## src/rtl/rr_decoder_arbiter.sv

```systemverilog
// Four-way round-robin arbiter with a bounded hold time and one dead cycle per handover.
// The winning index is registered and decoded onto a one-hot grant bus.
module rr_decoder_arbiter #(
  parameter int MAX_HOLD = 8,
  parameter int CNT_W    = 4
) (
  input  logic       clk,
  input  logic       rst,
  input  logic [3:0] req,
  output logic [3:0] grant,
  output logic [1:0] grant_idx,
  output logic       grant_valid,
  output logic       expired
);

  typedef enum logic [1:0] {
    IDLE  = 2'd0,
    GRANT = 2'd1,
    GAP   = 2'd2
  } state_t;

  state_t           state_r, next_state_s;
  logic [1:0]       ptr_r, ptr_nxt_s;
  logic [CNT_W-1:0] hold_cnt_r, hold_nxt_s;
  logic [1:0]       idx_nxt_s;
  logic [1:0]       winner_s;
  logic             expired_nxt_s;

  // Scan ptr, ptr+1, ptr+2, ptr+3 (2-bit wrap); the lowest offset with a set bit wins.
  function automatic logic [1:0] rr_pick(input logic [3:0] r, input logic [1:0] p);
    logic [1:0] pick;
    logic [1:0] cand;
    pick = p;
    for (int k = 3; k >= 0; k--) begin
      cand = p + 2'(k);
      pick = r[cand] ? cand : pick;
    end
    return pick;
  endfunction

  function automatic logic [3:0] decode2to4(input logic [1:0] idx);
    return 4'b0001 << idx;
  endfunction

  assign winner_s = rr_pick(req, ptr_r);

  // Next-state, pointer, hold counter and timeout decisions.
  always_comb begin
    next_state_s  = state_r;
    ptr_nxt_s     = ptr_r;
    hold_nxt_s    = hold_cnt_r;
    idx_nxt_s     = grant_idx;
    expired_nxt_s = 1'b0;
    case (state_r)
      IDLE, GAP: begin
        if (req != 4'b0000) begin
          next_state_s = GRANT;
          idx_nxt_s    = winner_s;
          hold_nxt_s   = {CNT_W{1'b0}};
        end else begin
          next_state_s = IDLE;
        end
      end
      GRANT: begin
        if (!req[grant_idx]) begin
          next_state_s = GAP;
          ptr_nxt_s    = grant_idx + 2'd1;
        end else if (hold_cnt_r == CNT_W'(MAX_HOLD - 1)) begin
          next_state_s  = GAP;
          ptr_nxt_s     = grant_idx + 2'd1;
          expired_nxt_s = 1'b1;
        end else begin
          hold_nxt_s = hold_cnt_r + {{(CNT_W-1){1'b0}}, 1'b1};
        end
      end
      default: begin
        next_state_s = IDLE;
      end
    endcase
  end

  // State and registered outputs; grant is decoded from the index about to be held.
  always_ff @(posedge clk or posedge rst) begin
    if (rst) begin
      state_r     <= IDLE;
      ptr_r       <= 2'd0;
      hold_cnt_r  <= {CNT_W{1'b0}};
      grant_idx   <= 2'd0;
      grant_valid <= 1'b0;
      grant       <= 4'b0000;
      expired     <= 1'b0;
    end else begin
      state_r     <= next_state_s;
      ptr_r       <= ptr_nxt_s;
      hold_cnt_r  <= hold_nxt_s;
      grant_idx   <= idx_nxt_s;
      grant_valid <= (next_state_s == GRANT);
      grant       <= (next_state_s == GRANT) ? decode2to4(idx_nxt_s) : 4'b0000;
      expired     <= expired_nxt_s;
    end
  end

endmodule

```

## config.mk

```make
export PLATFORM = sky130hd
export DESIGN_NAME = rr_decoder_arbiter
export DESIGN_NICKNAME = d
export VERILOG_FILES = /design/src/rtl/rr_decoder_arbiter.sv
export SDC_FILE = /design/constraint.sdc
export NUM_CORES = 1
export LEC_CHECK = 0
export CORE_MARGIN = 2
export CORE_UTILIZATION = 40
export CTS_CLUSTER_SIZE = 24
export DETAILED_ROUTE_END_ITERATION = 10
export MAX_ROUTING_LAYER = met4
export SLEW_MARGIN = 5
export SYNTH_ARGS = -nofsm -noshare
export SYNTH_HDL_FRONTEND = slang
export SYNTH_SLANG_ARGS = --single-unit
```

## constraint.sdc

```tcl
create_clock -name clk -period 2.3 [get_ports clk]
set_clock_uncertainty 0.05 [all_clocks]
set_input_delay 0.69 -clock clk [delete_from_list [all_inputs] [get_ports clk]]
set_output_delay 0.69 -clock clk [all_outputs]
set_load 0.1 [all_outputs]
```

==> impl_metrics.csv, run 1 <==
group,metric,value,unit
clock_tree,h-tree-depth,1,
die,dieHeight,49.16,um
placement,gp_congestion,0.8800,
timing,tns,0,ns
setup_path,start_kind,"input pin",
yosys,synthMostInstantiatedCell,"dfrtp_1",
global_route,grt_usage,16.44,%
routing,num_vias,676,
power,clockPowerShare,9.8,%
timing,max_freq,0.4468,GHz
timing,fin_crit_sh,97.31,%
run_status,status,"complete, no violations",
routing,drt_iter0_drc,9,
global_route,top_usage_layer,"met2",
global_route,use_met2,24.55,%
setup_path,endpoint_kind,"flip-flop",
timing,slew_viol_final,0,
setup_path,worstSetupPathType,"input pin to flip-flop",
power,leakage,0.5265,nW
yosys,synth-seq-area-share,49.08,%
die,die_w,49.16,um
global_route,grt_use_met3,6.135,%
placement,place.port_buffers,13,
cells_and_area,n_antenna_cell,0,
global_route,grt_pass1_wl,3022,um
die,ios,14,
global_route,grt_use_met1,21.63,%
routing,wl_per_cell,12.34,um
clock_tree,clk_latency,0.28,ns
setup_path,critical_path_required,2.42,ns
routing,first_pass_iters,3,
power,peakVddDrop,1368,uV
cells_and_area,nNetsFinal,113,
hold_path,hp-class,"flip-flop to flip-flop",
clock_tree,cts_tree,"yes",
power,pwr-share-comb,63.3,%
global_route,grt_max_degree,17,
power,powerDensity,1608,nW/um2
die,start_util,42.01,%
clock_tree,cts_root_buffer,"clkbuf_4",
flow_run,drv_cap,0,
die,dieArea,2417,um2
global_route,antenna_found_initial,0,
timing,hold_ws,0.4772,ns
routing,via_per_inst,5.121,
clock_tree,cts_hold_buf,0,
timing,rsz0062_at_grt,"no",
routing,ant_nets,0,
timing,hold_viol_final,0,
timing,layout_min_cycle_time,2.238,ns
yosys,syn-num-nets,81,
setup_path,critPathMaxFanout,6,
routing,wirelength,1629,um
yosys,synthTopCellsByArea,"dfrtp_1 49%, a21oi_1 3.1%, mux4_2 2.8%",
clock_tree,cts_buffers,3,
yosys,synth-edff-count,0,
die,core,1942,um2
clock_tree,post-cts-setup-buffers,0,
yosys,ys_types,37,
die,std_cell_rows,16,
global_route,globalRouteOverflowTotal,0,
timing,setup_violations,0,
routing,drc,0,
clock_tree,path_clk_slew,0.09,ns
timing,maxSlewHeadroom,58.82,%
cells_and_area,area_growth,40.49,%
yosys,yosys_register_bits,16,
clock_tree,cts_buffer_depth,2,
power,p_int,0.9661,mW
power,net-switching-power,0.8772,mW
yosys,yosys_warnings,0,
yosys,synth_common_cells,"16 x dfrtp_1, 5 x a21oi_1, 5 x inv_1, 5 x nor2_1, 4 x nand2_1",
power,netSwitchingFraction,47.59,%
yosys,synth_top_area_cell,"dfrtp_1",
setup_path,arrival,2.36,ns
yosys,netlist_instances,74,
yosys,synth_top_area_share,49.08,%
cells_and_area,layout-drive-gt1-share,35.24,%
clock_tree,cts_sinks,16,
power,seq_power_share,26.9,%
global_route,grt_pass1_vias,689,
yosys,postSynthAreaPerCell,11.02,um2
placement,dpl.hpwl,1215,um
timing,worst_pin_slew,0.6171,ns
yosys,netlist_area,815.8,um2
clock_tree,cts_resized,0,
yosys,async_reset_ff_share,100.0,%
yosys,synth_flop_cell,"dfrtp_1",
==> final cells by class <==
cell class | instances | area, um2
inverters | 5 | 18.77
flip-flops and latches | 16 | 401.6
repair buffers | 27 | 252.7
multi-input cells | 53 | 402.9
fillers | 170 | 795.8
well taps | 27 | 33.78
clock buffers | 4 | 36.28
==> cells in the final DEF (no fill, tap or decap), types with 2 or more instances in the layout <==
master           count
a21oi_1              5
buf_12               3
buf_4               19
clkbuf_4             3
clkdlybuf4s50_1      5
dfrtp_1             15
inv_1                5
nand2_1              4
nand2b_1             3
nor2_1               5
nor2b_1              2
nor3b_1              2
o21ai_0              3
==> power by group through the flow <==
stage	logic [mW]	clock network (mW)	registers [mW]
6_report	1.17	0.181	0.495
5_1_grt	1.25	0.199	0.515
4_1_cts	1.16	0.188	0.494
3_5_place_dp	1.16	0	0.497
3_3_place_gp	1.15	0	0.498
2_1_floorplan	0.394	0	0.828
==> metrics by stage <==
| stage | std cells | utilization (%) | setup slack, ns | cell area (um2) | power, mW |
|---|---|---|---|---|---|
| 6_report | 132 | 59.02 | 0.06182 | 1146 | 1.843 |
| 5_1_grt | 132 | 59.02 | 0.01755 | 1146 | 1.967 |
| 4_1_cts | 132 | 58.70 | 0.06653 | 1140 | 1.846 |
| 3_5_place_dp | 128 | 56.83 | -0.2372 | 1104 | 1.658 |
| 3_3_place_gp | 128 | 56.83 | -0.1946 | 1104 | 1.650 |
| 2_1_floorplan | 74 | - | 0.03619 | 817.0 | 1.222 |
==> logic make-up (layout without fill, tap and decap cells) <==
group	count (synthesis)	after routing	synth area share [%]
compound gates	20	20	19.02
xor+xnor	2	2	2.148
fa+ha+maj	1	1	1.533
buf+inv	5	36	2.301
flops	16	16	49.08
mux	2	2	4.141
simple gates	28	28	21.78
==> state kept, by name, indices dropped and copies added (netlist names) <==
register / flops
grant_valid: 1
hold_cnt_r: 4
ptr_r: 2
expired: 1
grant_idx: 2
grant: 4
state_r: 2
==> path summary, 6_finish.rpt <==
| path | from | end | slack, ns | cells past startpoint |
|---|---|---|---|---|
| worst min register to register | hold_cnt_r[1]$_DFFE_PP0P_ | hold_cnt_r[1]$_DFFE_PP0P_ | 0.48 | 1 |
| min in group asynchronous | rst | grant[3]$_DFF_PP0_ | 0.72 | 2 |
| max in group asynchronous | rst | grant_idx[1]$_DFF_PP0_ | 1.05 | 2 |
| worst max-delay path | req[1] | hold_cnt_r[0]$_DFFE_PP0P_ | 0.06 | 5 |
| worst min-delay path | hold_cnt_r[1]$_DFFE_PP0P_ | hold_cnt_r[1]$_DFFE_PP0P_ | 0.48 | 1 |
| worst max register to register | grant_idx[1]$_DFF_PP0_ | hold_cnt_r[0]$_DFFE_PP0P_ | 0.50 | 4 |
==> worst max-delay path: stages <==
cell	delay (ns)
clkdlybuf4s50_1	0.50
mux4_2	0.50
or2_4	0.26
nand2_4	0.08
mux2_1	0.32
==> metal layers <==
layer | vias up | wire, um
met5 | - | 0
met4 | 0 | 25
met3 | 4 | 60
met2 | 12 | 770
met1 | 326 | 771
li1 | 334 | -
No activity file was read; power rests on OpenSTA's default activity.
==> inputs of run 2 (changes only) <==
Settings changed: ABC_AREA from default to 1.
==> run 2 against run 1 <==
Effect of this change:
- synthesized cell count increased by 66%
- highest routed layer unchanged
- largest cell class unchanged
- sequential share of layout area increased by 1.2 points
- worst hold slack improved by 0.0025 ns
- critical endpoint is now hold_cnt_r[3]$_DFFE_PP0P_
- setup slack improved by 0.30 ns
- non-clock buffer count decreased by 14
- global-route usage increased by 0.63 points
==> impl_metrics.csv, run 2 <==
group,metric,value,unit
setup_path,reg2reg_slack,0.65,ns
setup_path,cp_num_cells,10,
placement,gp_congestion,0.9295,
setup_path,worstSetupPathType,"input pin to flip-flop",
routing,drc,0,
clock_tree,cts_buffers,3,
flow_run,drv_cap,0,
clock_tree,cts_root_buffer,"clkbuf_4",
clock_tree,clk_latency,0.29,ns
setup_path,crit_top_cell,"o21ai_1",
run_status,status,"complete, no violations",
cells_and_area,area_growth,21.46,%
clock_tree,cts_tree,"yes",
yosys,netlist_instances,123,
setup_path,critical-path-max-stage-delay,0.48,ns
yosys,synth_flop_cell,"dfrtp_1",
cells_and_area,n_antenna_cell,0,
die,dieHeight,51.69,um
setup_path,rr_worst_depth,7,
clock_tree,h-tree-depth,1,
routing,wl_per_cell,10.45,um
cells_and_area,layout-drive-gt1-share,23.02,%
setup_path,arrival,2.10,ns
global_route,grt_usage,17.08,%
timing,hold_ws,0.4797,ns
global_route,grt_pass1_wl,3215,um
clock_tree,path_clk_slew,0.09,ns
setup_path,start_kind,"input pin",
yosys,synthMostInstantiatedCell,"nand2_1",
yosys,ys_types,21,
yosys,synthTopCellsByArea,"dfrtp_1 44%, nand2_1 15%, nand2_2 8.3%",
die,dieArea,2671,um2
die,ios,14,
yosys,postSynthAreaPerCell,7.395,um2
timing,tns,0,ns
routing,wirelength_met1,863,um
die,core,2191,um2
clock_tree,cts_resized,0,
timing,layout_min_cycle_time,1.940,ns
timing,max_freq,0.5154,GHz
yosys,yosys_register_bits,16,
setup_path,crit_chain,"clkdlybuf4s50_1, inv_1, a21oi_1, o21ai_1, o21ai_1, inv_2, nand2_1, nand2_2, o21ai_1, nor3b_1",
clock_tree,cts_sinks,16,
timing,worst_pin_slew,0.5769,ns
setup_path,endpoint_kind,"flip-flop",
routing,num_vias,791,
timing,setup_violations,0,
setup_path,critPathMaxFanout,7,
cells_and_area,layout_common_cells,"36 x nand2_1, 16 x dfrtp_1, 15 x inv_1, 12 x nand2_2",
routing,wl_met3,61,um
global_route,antenna_found_initial,0,
cells_and_area,nNetsFinal,147,
yosys,async_reset_ff_share,100.0,%
cells_and_area,largest_registers,"grant x4, hold_cnt_r x4",
routing,dr_wl_met2,768,um
yosys,synth_top_area_cell,"dfrtp_1",
yosys,synth-edff-count,0,
die,std_cell_rows,17,
timing,slew_viol_final,0,
setup_path,path_buf_inv,3,
placement,place.port_buffers,13,
die,start_util,41.52,%
setup_path,critical_path_required,2.46,ns
placement,dpl.hpwl,1373,um
yosys,synth_top_area_share,44.02,%
timing,maxSlewHeadroom,61.50,%
global_route,globalRouteOverflowTotal,0,
setup_path,cpMaxStageDelayCell,"clkdlybuf4s50_1",
routing,drt_iter0_drc,7,
timing,rsz0062_at_grt,"no",
hold_path,hp-class,"flip-flop to flip-flop",
setup_path,crit_family,"buffers and inverters",
clock_tree,post-cts-setup-buffers,0,
clock_tree,cts_hold_buf,0,
yosys,yosys_warnings,0,
cells_and_area,final_common_cell,"nand2_1",
yosys,synth_common_cells,"36 x nand2_1, 16 x dfrtp_1, 15 x inv_1",
yosys,synth-seq-area-share,44.02,%
routing,routed.top_layer,"met4",
routing,first_pass_iters,4,
routing,wirelength,1745,um
clock_tree,cts_buffer_depth,2,
routing,via_per_inst,4.737,
die,die_w,51.69,um
timing,fin_crit_sh,84.37,%
hold_path,min_path_cells,2,
yosys,syn-num-nets,130,
global_route,grt_pass1_vias,733,
yosys,netlist_area,909.6,um2
routing,ant_nets,0,
global_route,grt_max_degree,17,
timing,hold_viol_final,0,
[run 2: path summary, 6_finish.rpt]
path                                              to                 startpoint
max in group asynchronous  hold_cnt_r[3]$_DFFE_PP0P_                        rst
setup reg to reg           hold_cnt_r[3]$_DFFE_PP0P_  hold_cnt_r[0]$_DFFE_PP0P_
hold reg to reg            hold_cnt_r[1]$_DFFE_PP0P_  hold_cnt_r[1]$_DFFE_PP0P_
min in group asynchronous         grant[2]$_DFF_PP0_                        rst
setup / recovery           hold_cnt_r[3]$_DFFE_PP0P_                     req[1]
hold / removal             hold_cnt_r[1]$_DFFE_PP0P_  hold_cnt_r[1]$_DFFE_PP0P_
[run 2: cells by family after synthesis]
kind of cell    Yosys count  share of synthesized area, %
compound gates           16                         10.04
xor+xnor                  1                        0.9630
fa+ha+maj                 1                         1.375
buf+inv                  22                         10.73
flops                    16                         44.02
simple gates             67                         32.88
[run 2: worst reg2reg max path: stages (launching register included)]
cell     delay (ns)
dfrtp_1        0.41
ha_1           0.22
nand2_1        0.09
nor2_1         0.06
o31ai_1        0.23
nand2_2        0.18
o21ai_1        0.14
nor3b_1        0.18
[run 2: through the flow]
step	util, %	instances	setup WS, ns	instance area [um2]
detailed placement	48.77	163	0.05240	1069
CTS	50.43	167	0.3566	1105
floorplan	-	123	0.3131	909.6
finish	50.43	167	0.3596	1105
global route	50.43	167	0.1677	1105
global placement	48.77	163	0.06567	1069
[run 2: area by class of cell]
cell class	instances	area, um2
Sequential cell	16	400.4
Fill cell	225	1086
Inverter	21	86.33
Clock buffer	4	36.28
Multi-Input combinational cell	85	411.6
Tap cell	28	35.03
Timing Repair Buffer	13	135.1
[run 2: per-layer routing]
metal	global-route usage, %	vias up
met2	25.21	14
met5	-	-
met4	10.53	0
met3	2.586	5
li1	-	417
met1	22.10	355
Power of run 2 is left out: the tool's default activity adds up to more than one toggle a clock period on the data nets, which glitch-free logic cannot reach.
==> inputs of run 3 (changes only) <==
Clock period 2.3 ns to 1.7 ns, I/O delays scaled along.
==> run 3 against run 2 <==
Effect of this change:
- setup slack lost 0.26 ns
- global-route usage up 0.36 points
- first-iteration DRC count increased by 140%
- flip-flop and latch count stayed put
- core utilization up 9.7 points
- cell area is 19% higher
- worst hold slack is essentially flat
- non-clock buffer count grew 9
- via count increased by 7.0%
- die area did not move
- final cell count grew 5.4%
- register-to-register slack got worse by 0.55 ns
- highest routed layer unchanged
==> impl_metrics.csv, run 3 (synthesis gave the netlist of run 2 again) <==
group,metric,value,unit
clock_tree,cts_root_buffer,"clkbuf_4",
setup_path,worstSetupPathType,"flip-flop to flip-flop",
routing,num_vias,846,
global_route,globalRouteOverflowTotal,0,
clock_tree,cts_tree,"yes",
timing,setup_violations,0,
routing,drc,0,
global_route,grt_pass1_vias,820,
cells_and_area,fillCellCount,193,
placement,pre_cts_ws,-0.3506,ns
setup_path,critical_path_required,1.87,ns
global_route,grt_max_degree,17,
placement,gp_congestion,0.8758,
flow_run,drv_cap,0,
cells_and_area,final_cells,176,
die,dieHeight,51.69,um
cells_and_area,nNetsFinal,156,
setup_path,start_kind,"flip-flop",
timing,worst_pin_slew,0.3613,ns
clock_tree,cts_hold_buf,0,
hold_path,hp-class,"input pin to async pin",
die,start_util,41.52,%
setup_path,crit_top_cell,"nor2_1",
clock_tree,clk_latency,0.29,ns
placement,place.port_buffers,13,
routing,first_pass_iters,4,
routing,via_per_inst,4.807,
timing,timing.final.ws_setup,0.1011,ns
timing,hold_viol_final,0,
clock_tree,cts_buffer_depth,2,
routing,drt_iter0_drc,17,
die,die_w,51.69,um
timing,max_freq,0.6254,GHz
setup_path,rr_startpoint,"hold_cnt_r[0]$_DFFE_PP0P_",
clock_tree,path_clk_slew,0.10,ns
global_route,grt_usage,17.43,%
setup_path,rr_worst_depth,8,
placement,dpl.hpwl,1393,um
placement,dp.cells,170,
clock_tree,cts_buffers,3,
routing,wirelength,2000,um
global_route,grt_pass1_wl,3374,um
run_status,status,"complete, no violations",
die,ios,14,
setup_path,crit_chain,"ha_1, nand2_1, nor2_1, o31ai_2, nand2_4, inv_4, nand3_1, nor2_1",
die,dieArea,2671,um2
die,std_cell_rows,17,
cells_and_area,area_growth,44.84,%
timing,maxSlewHeadroom,75.82,%
die,core,2191,um2
clock_tree,cts_sinks,16,
timing,rsz0062_at_grt,"no",
routing,wl_per_cell,11.36,um
global_route,antenna_found_initial,0,
setup_path,critical-path-max-stage-delay,0.42,ns
setup_path,arrival,1.77,ns
cells_and_area,final_common_cell,"nand2_1",
clock_tree,h-tree-depth,1,
cells_and_area,multiInputGateArea,461.7,um2
timing,tns,0,ns
setup_path,reg2reg_to,"grant[1]$_DFF_PP0_",
setup_path,cp-startpoint,"hold_cnt_r[0]$_DFFE_PP0P_",
cells_and_area,n_antenna_cell,0,
cells_and_area,layout-drive-gt1-share,38.51,%
setup_path,reg2reg_slack,0.10,ns
cells_and_area,register_area,405.4,um2
timing,layout_min_cycle_time,1.599,ns
cells_and_area,largest_registers,"grant x4, hold_cnt_r x4",
setup_path,critPathMaxFanout,7,
timing,slew_viol_final,0,
setup_path,cpMaxStageDelayCell,"dfrtp_1",
timing,fin_crit_sh,94.05,%
cells_and_area,final_util,60.14,%
setup_path,endpoint_kind,"flip-flop",
cells_and_area,layout_common_cells,"32 x nand2_1, 15 x nand2_2, 13 x inv_1, 12 x dfrtp_1, 9 x buf_12",
routing,ant_nets,0,
-- run 3: changes by cell type in the layout (fill, tap and decap cells not counted), moves of 3 or more --
| cell | delta |
|---|---|
| buf_12 | +7 |
| clkdlybuf4s50_1 | -4 |
| dfrtp_1 | -4 |
| dfrtp_2 | +4 |
| dlygate4sd2_1 | +3 |
| nand2_1 | -4 |
| nand2_2 | +3 |
-- run 3: layout make-up --
cell class | count | share of cell area, %
Inverter | 21 | 6.553
Timing Repair Buffer | 22 | 22.22
Clock buffer | 4 | 2.754
Sequential cell | 16 | 30.77
Multi-Input combinational cell | 85 | 35.04
Tap cell | 28 | 2.659
-- run 3: worst max-delay path by stage --
stage,to,slack [ns],cells after the start
floorplan,hold_cnt_r[3]$_DFFE_PP0P_,0.04,7
global placement,grant[2]$_DFF_PP0_,-0.34,14
detailed placement,hold_cnt_r[3]$_DFFE_PP0P_,-0.35,10
CTS,grant[2]$_DFF_PP0_,0.004,15
global route,grant[0]$_DFF_PP0_,0.001,14
finish,grant[1]$_DFF_PP0_,0.10,8
-- run 3: what timing repair did --
item | in CTS | in global routing
setup buffers | 0 | 2
setup endpoints to repair | 5 | 11
resized for setup | 14 | 9
pin swaps | 2 | 0
-- run 3: routing by layer --
layer | global-route usage (%) | vias up | part of all wire (%)
li1 | - | 433 | -
met1 | 21.83 | 393 | 46
met2 | 27.56 | 16 | 49
met3 | 2.874 | 4 | 3.8
met4 | 8.333 | 0 | 1.3
met5 | - | - | 0
-- run 3: critical path, delay by kind of cell (launching register included) --
kind            cells  cell delay, ns
flops               1            0.42
compound gates      1            0.26
buf+inv             1            0.10
simple gates        5            0.48
fa+ha+maj           1            0.22
-- run 3: per-stage QoR --
stage / instance area, um2 / hold WS (ns)
4_1_cts: 1271 / 0.4841
3_5_place_dp: 1199 / 0.4593
2_1_floorplan: 912.1 / 0.3736
3_3_place_gp: 1199 / 0.4504
6_report: 1318 / 0.4798
5_1_grt: 1318 / 0.4898
Power of run 3 is left out for the same reason.
